==> src/rtl/cx_pkg.sv <==
// cx_pkg: shared states, packet layout and default widths for the copy/exchange stage.
package cx_pkg;
  localparam int CX_OP_W = 16;
  localparam int CX_DEST_W = 8;
  localparam int CX_DEPTH = 2;
  localparam logic [CX_DEST_W-1:0] CX_COPY_MASK = 8'h01;
  typedef enum logic [1:0] {S_IDLE, S_SINGLE, S_COPY0, S_COPY1} state_t;
  typedef struct packed {
    logic cpy;
    logic [CX_DEST_W-1:0] dest;
    logic [CX_OP_W-1:0] a;
    logic [CX_OP_W-1:0] b;
  } pkt_t;
endpackage

==> src/rtl/cx_fifo.sv <==
// cx_fifo: synchronous FIFO, async active-low reset, combinational head.
// Ports:
//   clk, rst_n      - clock and reset
//   push, pop       - write / read strobes (caller guarantees not-full / not-empty)
//   din, head       - write data and current head entry
//   count           - occupancy, 0..DEPTH
module cx_fifo #(
  parameter int W = 41,
  parameter int DEPTH = 2
) (
  input  logic                       clk,
  input  logic                       rst_n,
  input  logic                       push,
  input  logic                       pop,
  input  logic [W-1:0]               din,
  output logic [W-1:0]               head,
  output logic [$clog2(DEPTH):0]     count
);
  localparam int AW = $clog2(DEPTH);
  logic [W-1:0] mem [DEPTH];
  logic [AW-1:0] wp, rp;
  assign head = mem[rp];
  always_ff @(posedge clk) if (push) mem[wp] <= din;
  // DEPTH is a power of two, so pointer overflow wraps modulo DEPTH
  always_ff @(posedge clk or negedge rst_n)
    if (!rst_n) begin
      wp <= '0;
      rp <= '0;
      count <= '0;
    end else begin
      wp <= wp + AW'(push);
      rp <= rp + AW'(pop);
      count <= count + (AW+1)'(push) - (AW+1)'(pop);
    end
endmodule

==> src/rtl/cx_copy_exchange.sv <==
// cx_copy_exchange: buffered packet stage applying operand exchange and copy emission.
// Ports:
//   CLK, MR_n                     - clock, async active-low master reset
//   Send_in/Ack_out               - upstream handshake; CPY_in, EXB_in, Dest_in, A_in, B_in payload
//   Send_out/Ack_in               - downstream handshake; Dest_out, A_out, B_out, Cidx_out payload
//   FEB                           - FIFO empty and output stage idle
module cx_copy_exchange
  import cx_pkg::*;
#(
  parameter int OP_W = CX_OP_W,
  parameter int DEST_W = CX_DEST_W,
  parameter int DEPTH = CX_DEPTH,
  parameter logic [DEST_W-1:0] COPY_MASK = DEST_W'(CX_COPY_MASK)
) (
  input  logic              CLK,
  input  logic              MR_n,
  input  logic              Send_in,
  output logic              Ack_out,
  input  logic              CPY_in,
  input  logic              EXB_in,
  input  logic [DEST_W-1:0] Dest_in,
  input  logic [OP_W-1:0]   A_in,
  input  logic [OP_W-1:0]   B_in,
  output logic              Send_out,
  input  logic              Ack_in,
  output logic [DEST_W-1:0] Dest_out,
  output logic [OP_W-1:0]   A_out,
  output logic [OP_W-1:0]   B_out,
  output logic              Cidx_out,
  output logic              FEB
);
  localparam int PW = 1 + DEST_W + 2 * OP_W;
  localparam int CW = $clog2(DEPTH) + 1;
  state_t state;
  logic [PW-1:0] din, head;
  logic [CW-1:0] count;
  logic push, pop, xfer, free, h_cpy;
  logic [DEST_W-1:0] h_dest;
  logic [OP_W-1:0] h_a, h_b;
  assign push = Send_in & Ack_out;
  assign xfer = Send_out & Ack_in;
  // the output register is reusable when idle or when its last beat leaves this edge
  assign free = (state == S_IDLE) | (xfer & ((state == S_SINGLE) | (state == S_COPY1)));
  assign pop = free & (count != '0);
  assign Ack_out = count != CW'(DEPTH);
  assign FEB = (count == '0) & (state == S_IDLE);
  // exchange is resolved before storage so the FIFO holds final operand order
  assign din = {CPY_in, Dest_in, EXB_in ? B_in : A_in, EXB_in ? A_in : B_in};
  assign {h_cpy, h_dest, h_a, h_b} = head;
  cx_fifo #(.W(PW), .DEPTH(DEPTH)) u_fifo (
    .clk(CLK),
    .rst_n(MR_n),
    .push(push),
    .pop(pop),
    .din(din),
    .head(head),
    .count(count)
  );
  always_ff @(posedge CLK or negedge MR_n)
    if (!MR_n) begin
      state <= S_IDLE;
      Send_out <= 1'b0;
      Cidx_out <= 1'b0;
      Dest_out <= '0;
      A_out <= '0;
      B_out <= '0;
    end else if (pop) begin
      state <= h_cpy ? S_COPY0 : S_SINGLE;
      Send_out <= 1'b1;
      Cidx_out <= 1'b0;
      Dest_out <= h_dest;
      A_out <= h_a;
      B_out <= h_b;
    end else if (free) begin
      state <= S_IDLE;
      Send_out <= 1'b0;
      Cidx_out <= 1'b0;
    end else if (xfer && state == S_COPY0) begin
      state <= S_COPY1;
      Cidx_out <= 1'b1;
      Dest_out <= Dest_out ^ COPY_MASK;
    end
endmodule

==> config.mk <==
export PLATFORM = sky130hd
export DESIGN_NAME = cx_copy_exchange
export DESIGN_NICKNAME = d
export VERILOG_FILES = /design/src/rtl/cx_pkg.sv /design/src/rtl/cx_fifo.sv /design/src/rtl/cx_copy_exchange.sv
export SDC_FILE = /design/constraint.sdc
export NUM_CORES = 1
export LEC_CHECK = 0
export BUFFER_PORTS_ARGS = -buffer_cell sky130_fd_sc_hd__buf_2
export CAP_MARGIN = 25
export CORE_MARGIN = 5
export CORE_UTILIZATION = 55
export CTS_CLUSTER_DIAMETER = 150
export CTS_CLUSTER_SIZE = 8
export DETAILED_ROUTE_END_ITERATION = 16
export GPL_ROUTABILITY_DRIVEN = 0
export GPL_TIMING_DRIVEN = 0
export HOLD_SLACK_MARGIN = 0.03
export PLACE_DENSITY = 0.75
export SLEW_MARGIN = 10
export SYNTH_ARGS = -nofsm -noshare
export SYNTH_HDL_FRONTEND = slang
export SYNTH_HIERARCHICAL = 1
export SYNTH_SLANG_ARGS = --single-unit
==> constraint.sdc <==
create_clock -name CLK -period 3.2 [get_ports CLK]
set_input_delay 0.64 -clock CLK [delete_from_list [all_inputs] [get_ports CLK]]
set_output_delay 0.64 -clock CLK [all_outputs]
set_load 0.02 [all_outputs]
==> out/results.txt, run 1 <==
WL/cell: 18.9 um
Initial Util: 56.7%
CP endpoint kind: register
initial antenna violation count: 0
Total GRT Usage: 17.9%
r2r endpoint: u_fifo/count[1]
minimum clock period: 2.12 ns
setup bufs post-CTS: 0
# DRC: 0
Clock transition at path regs: 0.05 ns
CP max FO: 11
overall die area: 12,200 um^2
H-tree depth: 4
Final Slew Violations: 0
first-pass GRT wire length: 16.5 mm
worst r2r path cells: 8
mapped cell area: 5570 um^2
Core Util, Final: 70.0%
Hold/Removal Path Class: input port to asynchronous set/reset pin
chip height: 111 um
Synth top area share: 44.2%
Static Leak: 2.91 nW
count leader, synth: edfxtp_1
Synth async-reset ratio: 36.9%
crit path DAT: 2.49 ns
Startpoint Class: register
Worst setup startpoint: Send_out
Max transition margin: 59.2%
FP Rows: 36
Layout area overhead: 23.4%
Worst Tran Pin Value: 0.613 ns
synth warn: 6
Area contributors post-synth: edfxtp_1, dfrtp_1, mux2_4, mux2_2, buf_12
clk_lat worst skew: 0.51 ns
PortBufs: 88
flip-flop and latch area: 3660 um^2
syn avg cell area: 19.6 um^2
Hold Vio Cnt, Final: 0
total wire length: 10.2 mm
ys flop type: edfxtp_1
Nets: 444
commonest cells in the netlist: edfxtp_1, mux2_4, dfrtp_1
status: complete, no violations
Vias: 2,820
Layout fillers: 678
vias in the first global route: 3,106
initial DRC count: 124
RSZ-0062 raised after global routing: no
n_diodes: 0
Post-synth EDFFs: 82
First-pass DRT Iterations: 4
CTS tree: yes
core area: 9820 um^2
I/O pin total: 90
deepest clock path buffer count: 2
clock sink total: 130
die width: 111 um
Synth Register Bits: 130
distinct cell type count after synthesis: 28
multi-input logic area: 1740 um^2
FF-to-FF Start: Send_out
CTS Root Buffer Type: clkbuf_8
Power, Total: 7.41 mW
CTS Hold Bufs: 0
Via density: 5.22
sum of negative setup slack: 0 ns
WP data required: 3.58 ns
post-CTS sizing: 0
largest net degree at the start of global routing: 31
CTS Buf Count: 17
max_cap viols: 0
Min Hold Slack: 0.147 ns
PwrDens: 1080 nW/um^2
Routed Antenna Nets: 0
layout cells sized above 1: 61.4%
clock skew: 0.0115 ns
Peak VDD IR: 0.525 mV
DP HPWL: 6.62 mm
Mapped Nets: 334
sequential area share after synthesis: 65.8%
reg2reg setup slack: 1.08 ns
final setup vio count: 0
GR Overflow Total: 0
fmax: 472 MHz
WS Path Type: register to register
leading area contributor after synthesis: edfxtp_1
fin crit share: 66.2%
Mapped Cells: 284
[stage by stage]
stage	setup slack [ns]	std cells	area, um^2
after global placement	0.264	505	6170
final	1.08	540	6870
after detailed placement	0.767	508	6240
after CTS	1.05	540	6870
after global routing	0.964	540	6870
after floorplan	0.858	284	5570
[worst max path at each step]
stage,slack (ns),endpoint,depth (start not counted)
6_report,1.08,u_fifo/count[1],8
2_1_floorplan,0.86,u_fifo/mem[0][0],3
3_3_place_gp,0.26,u_fifo/mem[1][26],3
3_5_place_dp,0.77,u_fifo/count[1],9
4_1_cts,1.05,u_fifo/count[1],8
5_1_grt,0.96,u_fifo/count[1],8
[cell usage in the layout (no fill, tap or decap)]
cell type and count:
xor2_1 1, nor3_1 1, dfrtp_1 48, a21o_1 1, ha_2 2, bufinv_16 5
buf_12 7, nand4b_1 1, and3_4 1, clkbuf_16 16, nor4_1 1, o22ai_4 1
o211ai_1 1, clkinv_2 3, xnor2_1 1, nor2_1 2, and2_1 1, edfxtp_1 82
inv_1 4, mux2_4 67, a21bo_2 1, clkbuf_1 4, ha_1 2, buf_2 91
nand2b_1 1, a21oi_1 3, o21ai_0 1, inv_4 1, mux2_2 46, clkbuf_8 3
o21a_1 1, buf_6 4, xor3_1 1, clkinvlp_4 2
[critical path, cell delays in order (launching register included)]
cell and delay [ns]:
dfrtp_1 0.44, and3_4 0.22, o22ai_4 0.33, inv_4 0.13, buf_6 0.20, ha_1 0.27
inv_1 0.05, ha_1 0.14, xor3_1 0.20
[power breakdown]
| group | total (mW) | leakage (nW) | switching (mW) | internal (mW) |
|---|---|---|---|---|
| sequential | 2.68 | 1.33 | 0.266 | 2.41 |
| combinational | 2.69 | 1.28 | 1.26 | 1.43 |
| clock | 2.04 | 0.305 | 0.657 | 1.38 |
| total | 7.41 | 2.91 | 2.19 | 5.22 |
[kinds of logic after synthesis]
group | synth area share [%]
DFF | 65.8
muxes | 27.4
buffers and inverters | 2.97
AOI/OAI and AO/OA | 1.30
and+or+nand+nor | 0.922
adders and majority gates | 0.899
xor gates and xnor gates | 0.742
[layer usage]
| metal | GRT usage [%] | vias to the layer above | wire (um) |
|---|---|---|---|
| met2 | 29.2 | 87 | 5160 |
| met1 | 22.5 | 1422 | 4340 |
| met3 | 5.63 | 8 | 574 |
| li1 | - | 1303 | - |
| met4 | 6.49 | 0 | 109 |
| met5 | 0 | - | 0 |
[sequential cells by signal (all words and copies together) (netlist names), 2 cells and up]
name and flops:
B_out 16, A_out 16, u_fifo/mem 82, Dest_out 8, state 2, u_fifo/count 2
[cell type report]
cell class,instances,area share (%)
clock inverters,10,2.62
flip-flops and latches,130,53.3
repair buffers,91,7.28
well taps,133,2.42
multi-input cells,137,25.4
inverters,5,0.309
clock buffers,22,6.59
plain buffers,12,2.09
Note: power is estimated with default switching activity, not from simulation.
==> run 2: changes to the inputs <==
--- a/config.mk
+++ b/config.mk
@@ -5,6 +5,7 @@
 export SDC_FILE = /design/constraint.sdc
 export NUM_CORES = 1
 export LEC_CHECK = 0
+export ABC_AREA = 1
 export BUFFER_PORTS_ARGS = -buffer_cell sky130_fd_sc_hd__buf_2
 export CAP_MARGIN = 25
 export CORE_MARGIN = 5
==> constraint.sdc (replaced) <==
create_clock -name CLK -period 2.19 [get_ports CLK]
set_input_delay 0.438 -clock CLK [delete_from_list [all_inputs] [get_ports CLK]]
set_output_delay 0.438 -clock CLK [all_outputs]
set_load 0.02 [all_outputs]
==> run 2 against run 1 <==
Effect of this change:
- critical path depth is 5 lower
- cell area grew 0.15%
- first-iteration DRC count grew 88%
- sequential power up 18%
- routed wire length rose by 19%
- area after synthesis is 0.43% lower
- final cell count increased by 45%
- total power decreased by 6.8%
- synthesized cell count is 85% higher
- combinational power shrank 73%
==> out/results.txt, run 2 <==
status: complete, no violations (unchanged)
Post-synth EDFFs: 82 (unchanged)
RSZ-0062 raised after global routing: no (unchanged)
distinct cell type count after synthesis: 23 (was 28)
H-tree depth: 4 (unchanged)
Synth async-reset ratio: 36.9% (unchanged)
Vias: 3,961 (was 2,820)
Core Util, Final: 70.1% (was 70.0%)
vias in the first global route: 4,059 (was 3,106)
most frequent cells in the layout: nand2_1, buf_2, edfxtp_1 (was buf_2, edfxtp_1, mux2_4)
WP data required: 2.41 ns (was 3.58 ns)
# DRC: 0 (unchanged)
Routed Antenna Nets: 0 (unchanged)
Min Hold Slack: 0.109 ns (was 0.147 ns)
Hold/Removal Path Class: input port to register (was input port to asynchronous set/reset pin)
CP max FO: 26 (was 11)
Synth top area share: 44.4% (was 44.2%)
max reg flops: 82 (unchanged)
DP HPWL: 8.47 mm (was 6.62 mm)
overall die area: 12,200 um^2 (about the same)
Largest Register: u_fifo/mem (unchanged)
Synth Register Bits: 130 (unchanged)
synth warn: 6 (unchanged)
sequential area share after synthesis: 66.1% (was 65.8%)
CTS Hold Bufs: 1 (was 0)
largest net degree at the start of global routing: 34 (was 31)
CTS Root Buffer Type: clkbuf_8 (unchanged)
n_diodes: 0 (unchanged)
CP max stage delay: 0.59 ns (was 0.44 ns)
initial antenna violation count: 0 (unchanged)
Worst Tran Pin Value: 0.537 ns (was 0.613 ns)
Final Slew Violations: 0 (unchanged)
Mapped Cells: 524 (was 284)
syn avg cell area: 10.6 um^2 (was 19.6 um^2)
total wire length: 12.1 mm (was 10.2 mm)
CP Cell Sequence: a21boi_0 > ha_2 > buf_12 (was and3_4 > o22ai_4 > inv_4 > buf_6 > ha_1 > inv_1 > ha_1 > xor3_1)
Total GRT Usage: 20.7% (was 17.9%)
layout cells sized above 1: 26.7% (was 61.4%)
Initial Util: 56.5% (was 56.7%)
Startpoint Class: register (unchanged)
GR Overflow Total: 0 (unchanged)
minimum clock period: 2.06 ns (was 2.12 ns)
I/O pin total: 90 (unchanged)
leading area contributor after synthesis: edfxtp_1 (unchanged)
fmax: 486 MHz (was 472 MHz)
core area: 9820 um^2 (unchanged)
clock skew: 0.0120 ns (was 0.0115 ns)
Worst Path Buf+Inv: 1 (was 3)
Clock transition at path regs: 0.06 ns (was 0.05 ns)
CTS tree: yes (unchanged)
CP delay by family, top: adder cells (was flip-flops)
initial DRC count: 233 (was 124)
Hold Vio Cnt, Final: 0 (unchanged)
PwrDens: 1000 nW/um^2 (was 1080 nW/um^2)
Peak VDD IR: 0.658 mV (was 0.525 mV)
deepest clock path buffer count: 2 (unchanged)
setup bufs post-CTS: 0 (unchanged)
fin crit share: 94.0% (was 66.2%)
CTS Buf Count: 17 (unchanged)
post-CTS sizing: 0 (unchanged)
FP Rows: 36 (unchanged)
max_cap viols: 0 (unchanged)
Layout area overhead: 24.1% (was 23.4%)
count leader, synth: nand2_1 (was edfxtp_1)
WL/cell: 15.5 um (was 18.9 um)
CP endpoint kind: register (unchanged)
ys flop type: edfxtp_1 (unchanged)
Via density: 5.07 (was 5.22)
first-pass GRT wire length: 19.8 mm (was 16.5 mm)
final setup vio count: 0 (unchanged)
WS Path Type: register to register (unchanged)
biggest regs: u_fifo/mem x82, A_out x16, B_out x16 (unchanged)
chip height: 110 um (was 111 um)
CP max-delay cell: ha_2 (was dfrtp_1)
commonest non-fill, non-tap cell in the layout: nand2_1 (was buf_2)
clock sink total: 130 (unchanged)
Nets: 685 (was 444)
commonest cells in the netlist: nand2_1, edfxtp_1, inv_1 (was edfxtp_1, mux2_4, dfrtp_1)
Static Leak: 3.32 nW (was 2.91 nW)
Mapped Nets: 574 (was 334)
crit path DAT: 2.27 ns (was 2.49 ns)
PortBufs: 88 (unchanged)
die width: 110 um (was 111 um)
Max transition margin: 63.9% (was 59.2%)
mapped cell area: 5540 um^2 (was 5570 um^2)
First-pass DRT Iterations: 5 (was 4)
Area contributors post-synth: edfxtp_1, dfrtp_1, nand2_1, inv_1, o21ai_2 (was edfxtp_1, dfrtp_1, mux2_4, mux2_2, buf_12)
clk_lat worst skew: 0.52 ns (was 0.51 ns)
==> run 2: cell types whose count changed after synthesis, moves of 4 or more <==
| cell | before | now |
|---|---|---|
| o21ai_0 | 1 | 27 |
| mux2_4 | 67 | 0 |
| nand2_1 | 0 | 190 |
| inv_1 | 4 | 71 |
| buf_12 | 4 | 0 |
| a21oi_1 | 3 | 18 |
| o21ai_2 | 0 | 30 |
| nor2_1 | 2 | 20 |
| buf_8 | 0 | 7 |
| mux2_2 | 46 | 0 |
==> run 2: area by class of cell <==
| cell class | instances | area [um^2] |
|---|---|---|
| sequential | 130 | 3660 |
| fill | 744 | 2940 |
| multi-input combinational | 298 | 1400 |
| clock buffer | 27 | 578 |
| timing repair buffer | 92 | 510 |
| inverter | 72 | 273 |
| buffer | 24 | 215 |
| tap | 133 | 166 |
| clock inverter | 5 | 78.8 |
==> run 2: power by group <==
group          switching (mW)  internal [mW]  total, mW
clock                   0.978           2.02       3.00
sequential             0.0977           3.07       3.17
combinational           0.501          0.237      0.739
total                    1.58           5.33       6.91
==> run 2: path summary, 6_finish.rpt <==
path	startpoint	endpoint	slack [ns]	cells past startpoint
worst max-delay path	u_fifo/count[1]	u_fifo/mem[0][33]	0.13	3
worst min-delay path	Dest_in[2]	u_fifo/mem[1][34]	0.11	1
worst max register to register	u_fifo/count[1]	u_fifo/mem[0][33]	0.13	3
worst min register to register	Dest_out[4]	Dest_out[4]	0.47	2
max in group asynchronous	MR_n	A_out[2]	1.25	3
min in group asynchronous	MR_n	Dest_out[7]	0.40	2
==> run 2: kinds of logic (layout without fill, tap and decap cells) <==
family,Yosys count,after routing,share of synthesized area (%)
adders and majority gates,4,4,0.903
buffers and inverters,96,220,8.80
xor gates and xnor gates,1,1,0.158
and+or+nand+nor,215,215,14.9
DFF,130,130,66.1
AOI/OAI and AO/OA,78,78,9.16
==> run 2: metrics by stage <==
| stage | power [mW] | setup TNS [ns] | instances | instance area [um^2] | setup slack [ns] |
|---|---|---|---|---|---|
| 3_3_place_gp | 3.87 | -62.10 | 745 | 6150 | -0.763 |
| 2_1_floorplan | 3.65 | -3.01 | 524 | 5540 | -0.0367 |
| 6_report | 6.91 | 0 | 781 | 6880 | 0.132 |
| 4_1_cts | 6.95 | 0 | 781 | 6880 | 0.131 |
| 3_5_place_dp | 3.95 | 0 | 748 | 6220 | 0.0397 |
| 5_1_grt | 7.18 | 0 | 781 | 6880 | 0.0523 |
==> run 2: metal layers <==
layer / routed length, um / track usage [%] / up-vias
met5: 0 / 0 / -
met4: 282 / 8.37 / 0
met3: 809 / 5.74 / 25
met2: 6020 / 34.6 / 148
met1: 4960 / 25.5 / 1888
li1: - / - / 1900
==> run 2: worst reg2reg max path, cell delays in order, from the launching register on <==
cell      delay [ns]
dfrtp_1         0.41
a21boi_0        0.47
ha_2            0.59
buf_12          0.27
